<file path="src/rtl/add24_share_arbiter.sv">
// -----------------------------------------------------------------------------
// add24_share_arbiter
//
// Purpose:
//   Shares a single 24-bit ripple-carry adder (sum modulo 2^24, carry out of
//   bit 23 dropped) among NREQ requesters of the FPU mantissa path. One
//   operand pair is accepted per cycle and its sum is held in a single-entry
//   output register with valid/ready handshaking. Each result carries the
//   index of the requester that produced it.
//
// Arbitration:
//   Default build      : round-robin. The search starts at the requester after
//                        the last winner, and the pointer only moves on a
//                        transfer.
//   ADD24_SHARE_FIXED_PRIO_EN defined : fixed priority, requester 0 highest.
//                        There is no pointer in this build, and high indices
//                        may starve.
//
// Ports:
//   clk        in   1        rising-edge clock
//   rst_n      in   1        synchronous active-low reset
//   req_valid  in   NREQ     requester i has an operand pair pending
//   req_ready  out  NREQ     one-hot (or zero) accept strobe
//   req_a      in   NREQ*W   operand A, requester i at [i*W +: W]
//   req_b      in   NREQ*W   operand B, same packing as req_a
//   rsp_valid  out  1        output register holds a valid sum
//   rsp_ready  in   1        consumer takes the result this cycle
//   rsp_sum    out  W        registered (a+b) mod 2^24
//   rsp_id     out  IDW      requester index that produced rsp_sum
//   busy       out  1        mirror of rsp_valid, for stall visibility
//
// Parameter constraints: W must be 24 (the adder is fixed at 24 bits), and
// IDW must equal clog2(NREQ), with NREQ in 2..8.
// -----------------------------------------------------------------------------

// One-bit half adder: the least significant bit of the ripple chain.
module add24_half_adder (
  input  logic i_a,
  input  logic i_b,
  output logic o_s,
  output logic o_c
);
  assign o_s = i_a ^ i_b;
  assign o_c = i_a & i_b;
endmodule

// One-bit full adder: the middle bits of the ripple chain.
module add24_full_adder (
  input  logic i_a,
  input  logic i_b,
  input  logic i_ci,
  output logic o_s,
  output logic o_co
);
  assign o_s  = i_a ^ i_b ^ i_ci;
  assign o_co = (i_a & i_b) | (i_ci & (i_a ^ i_b));
endmodule

// 24-bit ripple adder, modulo 2^24.
module add24_ripple (
  input  logic [23:0] i_a,
  input  logic [23:0] i_b,
  output logic [23:0] o_s
);
  logic [22:0] w_carry;

  add24_half_adder u_ha0 (
    .i_a (i_a[0]),
    .i_b (i_b[0]),
    .o_s (o_s[0]),
    .o_c (w_carry[0])
  );

  genvar gi;
  for (gi = 1; gi < 23; gi++) begin : g_fa
    add24_full_adder u_fa (
      .i_a  (i_a[gi]),
      .i_b  (i_b[gi]),
      .i_ci (w_carry[gi-1]),
      .o_s  (o_s[gi]),
      .o_co (w_carry[gi])
    );
  end

  // The carry out of bit 23 would be discarded anyway, so the top bit
  // only needs its sum term.
  assign o_s[23] = i_a[23] ^ i_b[23] ^ w_carry[22];
endmodule

module add24_share_arbiter #(
  parameter int NREQ = 4,
  parameter int W    = 24,
  parameter int IDW  = 2
) (
  input  logic              clk,
  input  logic              rst_n,
  input  logic [NREQ-1:0]   req_valid,
  output logic [NREQ-1:0]   req_ready,
  input  logic [NREQ*W-1:0] req_a,
  input  logic [NREQ*W-1:0] req_b,
  output logic              rsp_valid,
  input  logic              rsp_ready,
  output logic [W-1:0]      rsp_sum,
  output logic [IDW-1:0]    rsp_id,
  output logic              busy
);

  // The output register's occupancy is the whole state: EMPTY/FULL is
  // exactly rsp_valid.
  typedef enum logic {
    ST_EMPTY = 1'b0,
    ST_FULL  = 1'b1
  } state_t;

  state_t          r_state;
  state_t          w_state_nxt;
  logic [W-1:0]    r_sum;
  logic [IDW-1:0]  r_id;
`ifndef ADD24_SHARE_FIXED_PRIO_EN
  logic [IDW-1:0]  r_rr_ptr;
`endif

  logic [IDW-1:0]  w_ptr;
  logic            w_acc_en;
  logic            w_any;
  logic            w_xfer;
  logic [NREQ-1:0] w_grant_oh;
  logic [NREQ-1:0] w_req_ready;
  logic [IDW-1:0]  w_grant_id;
  logic [W-1:0]    w_op_a;
  logic [W-1:0]    w_op_b;
  logic [W-1:0]    w_sum;

  // A new operand pair may enter when the register is empty, or when the
  // register drains in the same edge.
  assign w_acc_en = (r_state == ST_EMPTY) | rsp_ready;

`ifdef ADD24_SHARE_FIXED_PRIO_EN
  assign w_ptr = {IDW{1'b0}};
`else
  assign w_ptr = r_rr_ptr;
`endif

  // Grant search: first valid requester at or after w_ptr, wrapping modulo NREQ.
  always_comb begin
    logic [IDW-1:0] v_idx;
    v_idx      = {IDW{1'b0}};
    w_grant_oh = {NREQ{1'b0}};
    w_grant_id = {IDW{1'b0}};
    w_any      = 1'b0;
    for (int k = 0; k < NREQ; k++) begin
      v_idx = IDW'((int'(w_ptr) + k) % NREQ);
      if (!w_any && req_valid[v_idx]) begin
        w_any             = 1'b1;
        w_grant_id        = v_idx;
        w_grant_oh[v_idx] = 1'b1;
      end else begin
        // An earlier candidate in the search order keeps the grant.
      end
    end
  end

  // Accept strobe: held at zero during reset and while the output is stalled.
  always_comb begin
    if (rst_n && w_acc_en) begin
      w_req_ready = w_grant_oh;
    end else begin
      w_req_ready = {NREQ{1'b0}};
    end
  end

  assign req_ready = w_req_ready;
  assign w_xfer    = |(req_valid & w_req_ready);

  // One-hot AND-OR operand mux in front of the shared adder.
  always_comb begin
    w_op_a = {W{1'b0}};
    w_op_b = {W{1'b0}};
    for (int i = 0; i < NREQ; i++) begin
      w_op_a = w_op_a | (req_a[i*W +: W] & {W{w_grant_oh[i]}});
      w_op_b = w_op_b | (req_b[i*W +: W] & {W{w_grant_oh[i]}});
    end
  end

  add24_ripple u_add (
    .i_a (w_op_a),
    .i_b (w_op_b),
    .o_s (w_sum)
  );

  // State register of the output stage.
  always_ff @(posedge clk) begin
    if (!rst_n) begin
      r_state <= ST_EMPTY;
    end else begin
      r_state <= w_state_nxt;
    end
  end

  // Next state: a transfer always fills the register. Draining without a
  // refill empties it.
  always_comb begin
    w_state_nxt = r_state;
    case (r_state)
      ST_EMPTY: begin
        if (w_xfer) begin
          w_state_nxt = ST_FULL;
        end else begin
          w_state_nxt = ST_EMPTY;
        end
      end
      ST_FULL: begin
        if (w_xfer) begin
          w_state_nxt = ST_FULL;
        end else if (rsp_ready) begin
          w_state_nxt = ST_EMPTY;
        end else begin
          w_state_nxt = ST_FULL;
        end
      end
      default: begin
        w_state_nxt = ST_EMPTY;
      end
    endcase
  end

  // Result and tag capture. Both hold their values across a drain.
  always_ff @(posedge clk) begin
    if (!rst_n) begin
      r_sum <= {W{1'b0}};
      r_id  <= {IDW{1'b0}};
    end else if (w_xfer) begin
      r_sum <= w_sum;
      r_id  <= w_grant_id;
    end else begin
      r_sum <= r_sum;
      r_id  <= r_id;
    end
  end

`ifndef ADD24_SHARE_FIXED_PRIO_EN
  // Round-robin pointer: moves past the winner, and only on a transfer.
  always_ff @(posedge clk) begin
    if (!rst_n) begin
      r_rr_ptr <= {IDW{1'b0}};
    end else if (w_xfer) begin
      r_rr_ptr <= IDW'((int'(w_grant_id) + 1) % NREQ);
    end else begin
      r_rr_ptr <= r_rr_ptr;
    end
  end
`endif

  assign rsp_valid = (r_state == ST_FULL);
  assign rsp_sum   = r_sum;
  assign rsp_id    = r_id;
  assign busy      = (r_state == ST_FULL);

endmodule

</file>
<file path="config.mk">
export PLATFORM = sky130hd
export DESIGN_NAME = add24_share_arbiter
export DESIGN_NICKNAME = d
export VERILOG_FILES = /design/src/rtl/add24_share_arbiter.sv
export SDC_FILE = /design/constraint.sdc
export NUM_CORES = 1
export LEC_CHECK = 0
export BUFFER_PORTS_ARGS = -buffer_cell sky130_fd_sc_hd__buf_2
export CAP_MARGIN = 20
export CORE_MARGIN = 3
export CORE_UTILIZATION = 42
export CTS_BUF_LIST = sky130_fd_sc_hd__clkbuf_4 sky130_fd_sc_hd__clkbuf_8 sky130_fd_sc_hd__clkbuf_16
export DETAILED_ROUTE_END_ITERATION = 6
export PLACE_DENSITY = 0.82
export SYNTH_ARGS = -nofsm -noshare
export SYNTH_HDL_FRONTEND = slang
export SYNTH_HIERARCHICAL = 1
export SYNTH_SLANG_ARGS = --single-unit
</file>
<file path="constraint.sdc">
create_clock -name clk -period 16.65 [get_ports clk]
set_clock_uncertainty 0.15 [all_clocks]
set_input_delay 3.33 -clock clk [delete_from_list [all_inputs] [get_ports clk]]
set_output_delay 3.33 -clock clk [all_outputs]
set_load 0.05 [all_outputs]
</file>
### Word level (Yosys, flattened, before mapping)

Cells that the tools add are included.

* output and inout port bits: 32
* bits of input ports: 199
* word-level logic and storage cells: 194
* bits in registers: 29

* add/subtract/negate cells: 4
* reductions and logical operators: 12
* bitwise operators: 134
* magnitude comparators: 8
* mux-type cells: 32

Operator list (number)
* 24-bit bitwise AND: 8
* 24-bit bitwise OR: 6
* 1-bit XOR: 47
* 1-bit bitwise AND: 45
* 1-bit bitwise OR: 23
* 4-bit 2-to-1 mux: 5
* 1-bit 2-to-1 mux: 14
* 2-bit by 3-bit < comparator with 1-bit output, second input constant: 4
* 4-bit bitwise OR: 3
* 1-bit binary-select mux with 2-bit select: 4
* 1-bit demux with 2-bit select: 4
* 2-bit by 1-bit >= comparator with 1-bit output, second input constant: 4
* 1-bit logical AND: 8
* 2-bit 2-to-1 mux: 4
* 2-bit by 1-bit adder with 2-bit output, second input constant: 2
* 2-bit adder, second input constant: 2
* 4-bit bitwise AND: 1
* 4-bit OR reduction: 1
* 1-bit zero test: 3
* 1-bit case mux with 2 select lines: 1
* 1-bit NOT: 1

### Depth between registers and ports, before layout

* depth in word-level cells: 62
* gate-level depth with buffers: 38
* depth with buffers taken out: 34

### Modules after synthesis

Netlist, hierarchy kept.

By module, submodules not included
* add24_share_arbiter: area an instance 2686.3 µm², times used 1, cells an instance 362, sequential area each 580.6 µm²
* add24_full_adder: area an instance 20.0 µm², times used 22, cells an instance 1, sequential area each 0.0 µm²
* add24_ripple: area an instance 23.8 µm², times used 1, cells an instance 1, sequential area each 0.0 µm²
* add24_half_adder: area an instance 12.5 µm², times used 1, cells an instance 1, sequential area each 0.0 µm²

### Least setup slack after synthesis

Ideal clock, no wire load.

* path type: in2reg
* from: input req_valid[3]
* to: register r_sum[23] (netlist: rsp_sum[23])
* required time: 16428 ps
* slack: 2257 ps
* arrival: 14172 ps
* stages on the path: 35
* setup time: 72 ps
* path buffers: 3
* cells stage by stage: buf_6 mux4_2 or2_4 a221o_1 and2_1 clkbuf_1 clkbuf_1 a22oi_1 nand2_1 ha_1 fa_1 fa_1 fa_1 fa_1 fa_1 fa_1 fa_1 fa_1 fa_1 fa_1 fa_1 fa_1 fa_1 fa_1 fa_1 fa_1 fa_1 fa_1 fa_1 fa_1 fa_1 fa_1 xor3_1 nand2_1 mux2i_1

* word-level cells in the longest chain between the ends: 62
* elaborated cells between the ends (all ways): 132
* those cells by class: 16 x mux; 109 x bitwise; 7 x reduce/logical

Ends and longest elaborated chain
* from (decl): RTL line 97 `input logic [NREQ-1:0] req_valid,`
* 1-bit binary-select mux with 2-bit select: RTL line 153 `if (!w_any && req_valid[v_idx]) begin`
* 1-bit 2-to-1 mux (implied by the code): RTL line 153
* 1-bit 2-to-1 mux: RTL line 153
* 1-bit zero test: RTL line 153
* 1-bit logical AND: RTL line 153
* 1-bit 2-to-1 mux: RTL line 153
* 1-bit zero test: RTL line 153
* 1-bit logical AND: RTL line 153
* (+8 left out)
* net w_op_a[0]: RTL line 130 `logic [W-1:0] w_op_a;`
* (+1 left out)
* net u_add.w_carry[0]: RTL line 65 `logic [22:0] w_carry;`
* (+2 left out)
* net u_add.w_carry[1]: RTL line 65
* (+2 left out)
* net u_add.w_carry[2]: RTL line 65
* (+2 left out)
* net u_add.w_carry[3]: RTL line 65
* (+2 left out)
* net u_add.w_carry[4]: RTL line 65
* (+2 left out)
* net u_add.w_carry[5]: RTL line 65
* (+2 left out)
* net u_add.w_carry[6]: RTL line 65
* (+2 left out)
* net u_add.w_carry[7]: RTL line 65
* (+2 left out)
* net u_add.w_carry[8]: RTL line 65
* (+2 left out)
* net u_add.w_carry[9]: RTL line 65
* (+2 left out)
* net u_add.w_carry[10]: RTL line 65
* (+2 left out)
* net u_add.w_carry[11]: RTL line 65
* (+2 left out)
* net u_add.w_carry[12]: RTL line 65
* (+2 left out)
* net u_add.w_carry[13]: RTL line 65
* (+2 left out)
* net u_add.w_carry[14]: RTL line 65
* (+2 left out)
* net u_add.w_carry[15]: RTL line 65
* (+2 left out)
* net u_add.w_carry[16]: RTL line 65
* (+2 left out)
* net u_add.w_carry[17]: RTL line 65
* (+2 left out)
* net u_add.w_carry[18]: RTL line 65
* (+2 left out)
* net u_add.w_carry[19]: RTL line 65
* (+2 left out)
* net u_add.w_carry[20]: RTL line 65
* 1-bit bitwise AND (*): RTL line 56 `assign o_co = (i_a & i_b) | (i_ci & (i_a ^ i_b));`
* 1-bit bitwise OR (*): RTL line 56
* net u_add.w_carry[21]: RTL line 65
* 1-bit bitwise AND (*): RTL line 56
* 1-bit bitwise OR (*): RTL line 56
* net u_add.w_carry[22]: RTL line 65
* 1-bit XOR (*): RTL line 87 `assign o_s[23] = i_a[23] ^ i_b[23] ^ w_carry[22];`
* net w_sum[23]: RTL line 132 `logic [W-1:0] w_sum;`
* to (signal assigned): RTL line 230 `r_sum <= {W{1'b0}};`
* to (signal assigned): RTL line 233 `r_sum <= w_sum;`
* to (signal assigned): RTL line 236 `r_sum <= r_sum;`
* to (decl): RTL line 117 `logic [W-1:0] r_sum;`

Mark *: on every way through the listed nets, which the timed path passes. The rest lies on a longest branch. The select of a mux whose other input is x is not followed.
A chain may end at the register's enable or synchronous reset.

### Worst setup path after layout

* from: input req_valid[3]
* to: register r_sum[23] (netlist: rsp_sum[23])

* word-level cells in the longest chain between the ends: 62
* elaborated cells between the ends (all ways): 132
* those cells by class: 16 x mux; 109 x bitwise; 7 x reduce/logical

Ends and longest elaborated chain
* 1-bit binary-select mux with 2-bit select: RTL line 153
* 1-bit 2-to-1 mux (implied by the code): RTL line 153
* 1-bit 2-to-1 mux: RTL line 153
* 1-bit zero test: RTL line 153
* 1-bit logical AND: RTL line 153
* 1-bit 2-to-1 mux: RTL line 153
* 1-bit zero test: RTL line 153
* 1-bit logical AND: RTL line 153
* (+8 left out)
* net w_op_b[0]: RTL line 131 `logic [W-1:0] w_op_b;`
* (+1 left out)
* net u_add.w_carry[0]: RTL line 65
* (+2 left out)
* net u_add.w_carry[1]: RTL line 65
* (+2 left out)
* net u_add.w_carry[2]: RTL line 65
* (+2 left out)
* net u_add.w_carry[3]: RTL line 65
* (+2 left out)
* net u_add.w_carry[4]: RTL line 65
* (+2 left out)
* net u_add.w_carry[5]: RTL line 65
* (+2 left out)
* net u_add.w_carry[6]: RTL line 65
* (+2 left out)
* net u_add.w_carry[7]: RTL line 65
* (+2 left out)
* net u_add.w_carry[8]: RTL line 65
* (+2 left out)
* net u_add.w_carry[9]: RTL line 65
* (+2 left out)
* net u_add.w_carry[10]: RTL line 65
* (+2 left out)
* net u_add.w_carry[11]: RTL line 65
* (+2 left out)
* net u_add.w_carry[12]: RTL line 65
* (+2 left out)
* net u_add.w_carry[13]: RTL line 65
* (+2 left out)
* net u_add.w_carry[14]: RTL line 65
* (+2 left out)
* net u_add.w_carry[15]: RTL line 65
* (+2 left out)
* net u_add.w_carry[16]: RTL line 65
* (+2 left out)
* net u_add.w_carry[17]: RTL line 65
* (+2 left out)
* net u_add.w_carry[18]: RTL line 65
* (+2 left out)
* net u_add.w_carry[19]: RTL line 65
* (+2 left out)
* net u_add.w_carry[20]: RTL line 65
* 1-bit bitwise AND (*): RTL line 56
* 1-bit bitwise OR (*): RTL line 56
* net u_add.w_carry[21]: RTL line 65
* 1-bit bitwise AND (*): RTL line 56
* 1-bit bitwise OR (*): RTL line 56
* net u_add.w_carry[22]: RTL line 65
* 1-bit XOR (*): RTL line 87
* net w_sum[23]: RTL line 132

Marked as above.

==> results.md <==
* Core box area at 7290 um2
* Commonest non-fill, non-tap cells in the layout: 230 x buf_2, 107 x nand2_1, 98 x a22oi_1
* Post-Syn Nets at 614
* Hold endpoint: rsp_sum[12]
* Drt first pass iters at 7
* Final setup TNS at 0 ps
* RR Startpoint: r_rr_ptr[0]
* # DRC at 7
* Nets at 822
* FMAX at 68.1 MHz
* First-pass GRT wire length at 18600 um
* Share of layout cells above drive strength 1 at 0.427
* Pins over their slew limit at 0
* Vias in the first global route at 3819
* Initial antenna violation count at 0
* Leak at 2.21 nW
* DR vias at 3915
* Final worst slack at 1960 ps
* Die width at 92.8 um
* Non-Filler Instances at 692
* Status: finished with violations
* Hpwl dp at 10000 um
* Slew HR at 0.353
* Seq/Total Area, Yosys at 0.184
* Yosys reg bits at 29
* Pre-CTS setup slack at 1690 ps
* Min-delay src: rsp_sum[12]
* R2R cell count at 34
* CP max stage delay at 620 ps
* Worst skew pair latency at 270 ps
* FF-to-FF End: rsp_sum[23]
* Worst VDD drop at 0.106 mV
* Crit start category: primary input
* Hold Path Depth at 2
* Crit. End Element: flip-flop
* FP Rows at 31
* CTS Buf Count at 5
* Reg-to-reg slack, setup at 3910 ps
* Crit Path Category: primary input to flip-flop
* Synthesized area per cell at 8.19 um2
* Clock Path Buffers at 2
* Initial Util at 0.434
* H-Tree Depth at 2
* Worst-path fanout max at 20
* Commonest non-fill, non-tap cell in the layout: buf_2
* CTS Hold Bufs at 0
* Avg WL per Cell at 17.8 um
* Inst Count DP at 686
* Post-CTS Resized at 0
* Clock Sink Count at 29
* Hold Crit Class: flip-flop to flip-flop
* Ports at 231
* WHS at 306 ps
* Die height at 92.8 um
* Crit path max-delay cell type: mux4_2
* Clock transition at the registers of the reported paths at 60 ps
* CP Data Required Time at 16680 ps
* TritonCTS clock tree: yes
* Power per Cell Area at 237 nW/um2
* Layout area overhead at 39.5%
* Syn. warnings at 6
* Fin crit share at 0.882
* Post-CTS setup buffer count at 0
* Vias per cell at 5.66
* Largest net degree at the start of global routing at 58
* Min Tclk post-route at 14690 ps
* Number of diodes at 0
* Least-Margin Pin Slew at 970 ps
* Failing checks: DRC
* Final setup fails at 0
* MaxCap Viol Count at 0
* Cell variety after synth at 41
* RSZ-0062 raised after global routing: no
* Die area at 8610 um2
* Endpoints failing hold at 0
* Port Buffers at 230
* Cell area after synthesis at 3160 um2
* Starting DRT DRC Count at 233
* Tot GR Track Use at 0.276
* Post-Synthesis Cells at 386
* RD Place Congestion at 0.920
* GR Overflow Total at 0
* WP data arrival at 14720 ps
* Crit-path most repeated cell: fa_1
* Root buffer cell: clkbuf_8
* Post-route ant nets at 0
* Routed WL at 12300 um
==> layer usage <==
| metal | track usage | wire length, um | vias up |
|---|---|---|---|
| li1 | - | - | 1825 |
| met5 | 0 | 0 | - |
| met1 | 0.350 | 4810 | 1781 |
| met2 | 0.456 | 5880 | 259 |
| met3 | 0.0617 | 1150 | 50 |
| met4 | 0.105 | 472 | 0 |
==> kinds of logic (layout without fill, tap and decap cells) <==
family                   Yosys count  count (layout)  synth area share
XOR/XNOR                           2               2            0.0103
AND/OR/NAND/NOR                  137             137             0.186
multiplexers                      33              33             0.120
adder cells (fa/ha/maj)           29              29             0.167
buffers and inverters             39             246            0.0581
AO/OA/AOI/OAI                    117             117             0.275
flip-flops                        29              29             0.184
==> worst max path at each step <==
| stage | endpoint | slack [ps] | depth (start not counted) | from |
|---|---|---|---|---|
| finish | rsp_sum[23] | 1960 | 33 | req_valid[3] |
| global route | rsp_sum[23] | 1590 | 33 | req_valid[3] |
| CTS | rsp_sum[23] | 1970 | 33 | req_valid[3] |
| detailed placement | rsp_sum[23] | 1690 | 33 | req_valid[3] |
| global placement | rsp_sum[23] | 2030 | 33 | req_valid[3] |
| floorplan | rsp_sum[23] | 2260 | 35 | req_valid[3] |
==> stage by stage <==
| step | util | power [W] | cell area (um2) |
|---|---|---|---|
| after floorplan | - | 0.000764 | 3160 |
| after global placement | 0.595 | 0.000961 | 4340 |
| after detailed placement | 0.595 | 0.000995 | 4340 |
| after CTS | 0.605 | 0.00105 | 4410 |
| after global routing | 0.605 | 0.00115 | 4410 |
| final | 0.605 | 0.00105 | 4410 |
==> worst max-delay path: cells and delay by family <==
family,cells,cell delay (ps)
AO/OA/AOI/OAI,2,520
XOR/XNOR,1,200
adder cells (fa/ha/maj),23,8910
buffers and inverters,1,160
multiplexers,2,790
AND/OR/NAND/NOR,4,780
==> sequential cells by signal, indices dropped and copies added, names as in the netlist <==
register and count:
rsp_sum 24, rsp_id 2, r_rr_ptr 2, busy 1
==> final cells by class <==
type                            instances  area [um2]
Fill cell                             696        2880
Multi-Input combinational cell        318        2430
Timing Repair Buffer                  235        1190
Sequential cell                        29         581
Tap cell                               99         124
Clock buffer                            5        68.8
Inverter                                5        18.8
Clock inverter                          1        5.00
==> synthesized netlist by cell type <==
| library cell | count | area [um2] |
|---|---|---|
| a21oi_1 | 5 | 25.0 |
| a221o_1 | 2 | 20.0 |
| a22oi_1 | 98 | 736 |
| a31oi_1 | 1 | 6.26 |
| a32o_1 | 1 | 10.0 |
| a32oi_1 | 1 | 8.76 |
| a41oi_1 | 1 | 8.76 |
| and2_0 | 1 | 6.26 |
| and2_1 | 4 | 25.0 |
| and3_1 | 1 | 6.26 |
| and3_4 | 1 | 11.3 |
| and4_1 | 1 | 8.76 |
| buf_1 | 2 | 7.51 |
| buf_2 | 3 | 15.0 |
| buf_4 | 1 | 7.51 |
| buf_6 | 4 | 45.0 |
| clkbuf_1 | 24 | 90.1 |
| dfxtp_1 | 29 | 581 |
| fa_1 | 22 | 440 |
| ha_1 | 7 | 87.6 |
| inv_1 | 5 | 18.8 |
| mux2i_1 | 29 | 290 |
| mux4_2 | 4 | 90.1 |
| nand2_1 | 107 | 402 |
| nand2b_1 | 1 | 6.26 |
| nand3_1 | 3 | 15.0 |
| nand3b_1 | 1 | 7.51 |
| nor2_1 | 5 | 18.8 |
| nor2b_1 | 6 | 37.5 |
| nor3b_1 | 2 | 15.0 |
| nor4_1 | 1 | 6.26 |
| nor4b_1 | 1 | 8.76 |
| o21ai_0 | 4 | 20.0 |
| o21ai_1 | 1 | 5.00 |
| o31ai_1 | 1 | 7.51 |
| o31ai_2 | 1 | 12.5 |
| o41ai_1 | 1 | 8.76 |
| or2_2 | 1 | 6.26 |
| or2_4 | 1 | 8.76 |
| xor2_1 | 1 | 8.76 |
| xor3_1 | 1 | 23.8 |
==> where the power goes <==
group | leakage [nW] | switching (W) | internal [W] | total [W]
Sequential | 0.237 | 0.0000197 | 0.000101 | 0.000121
Clock | 0.0399 | 0.0000261 | 0.0000274 | 0.0000535
Combinational | 1.94 | 0.000546 | 0.000327 | 0.000872
Total | 2.21 | 0.000591 | 0.000456 | 0.00105
Note: power is estimated with default switching activity, not from simulation.
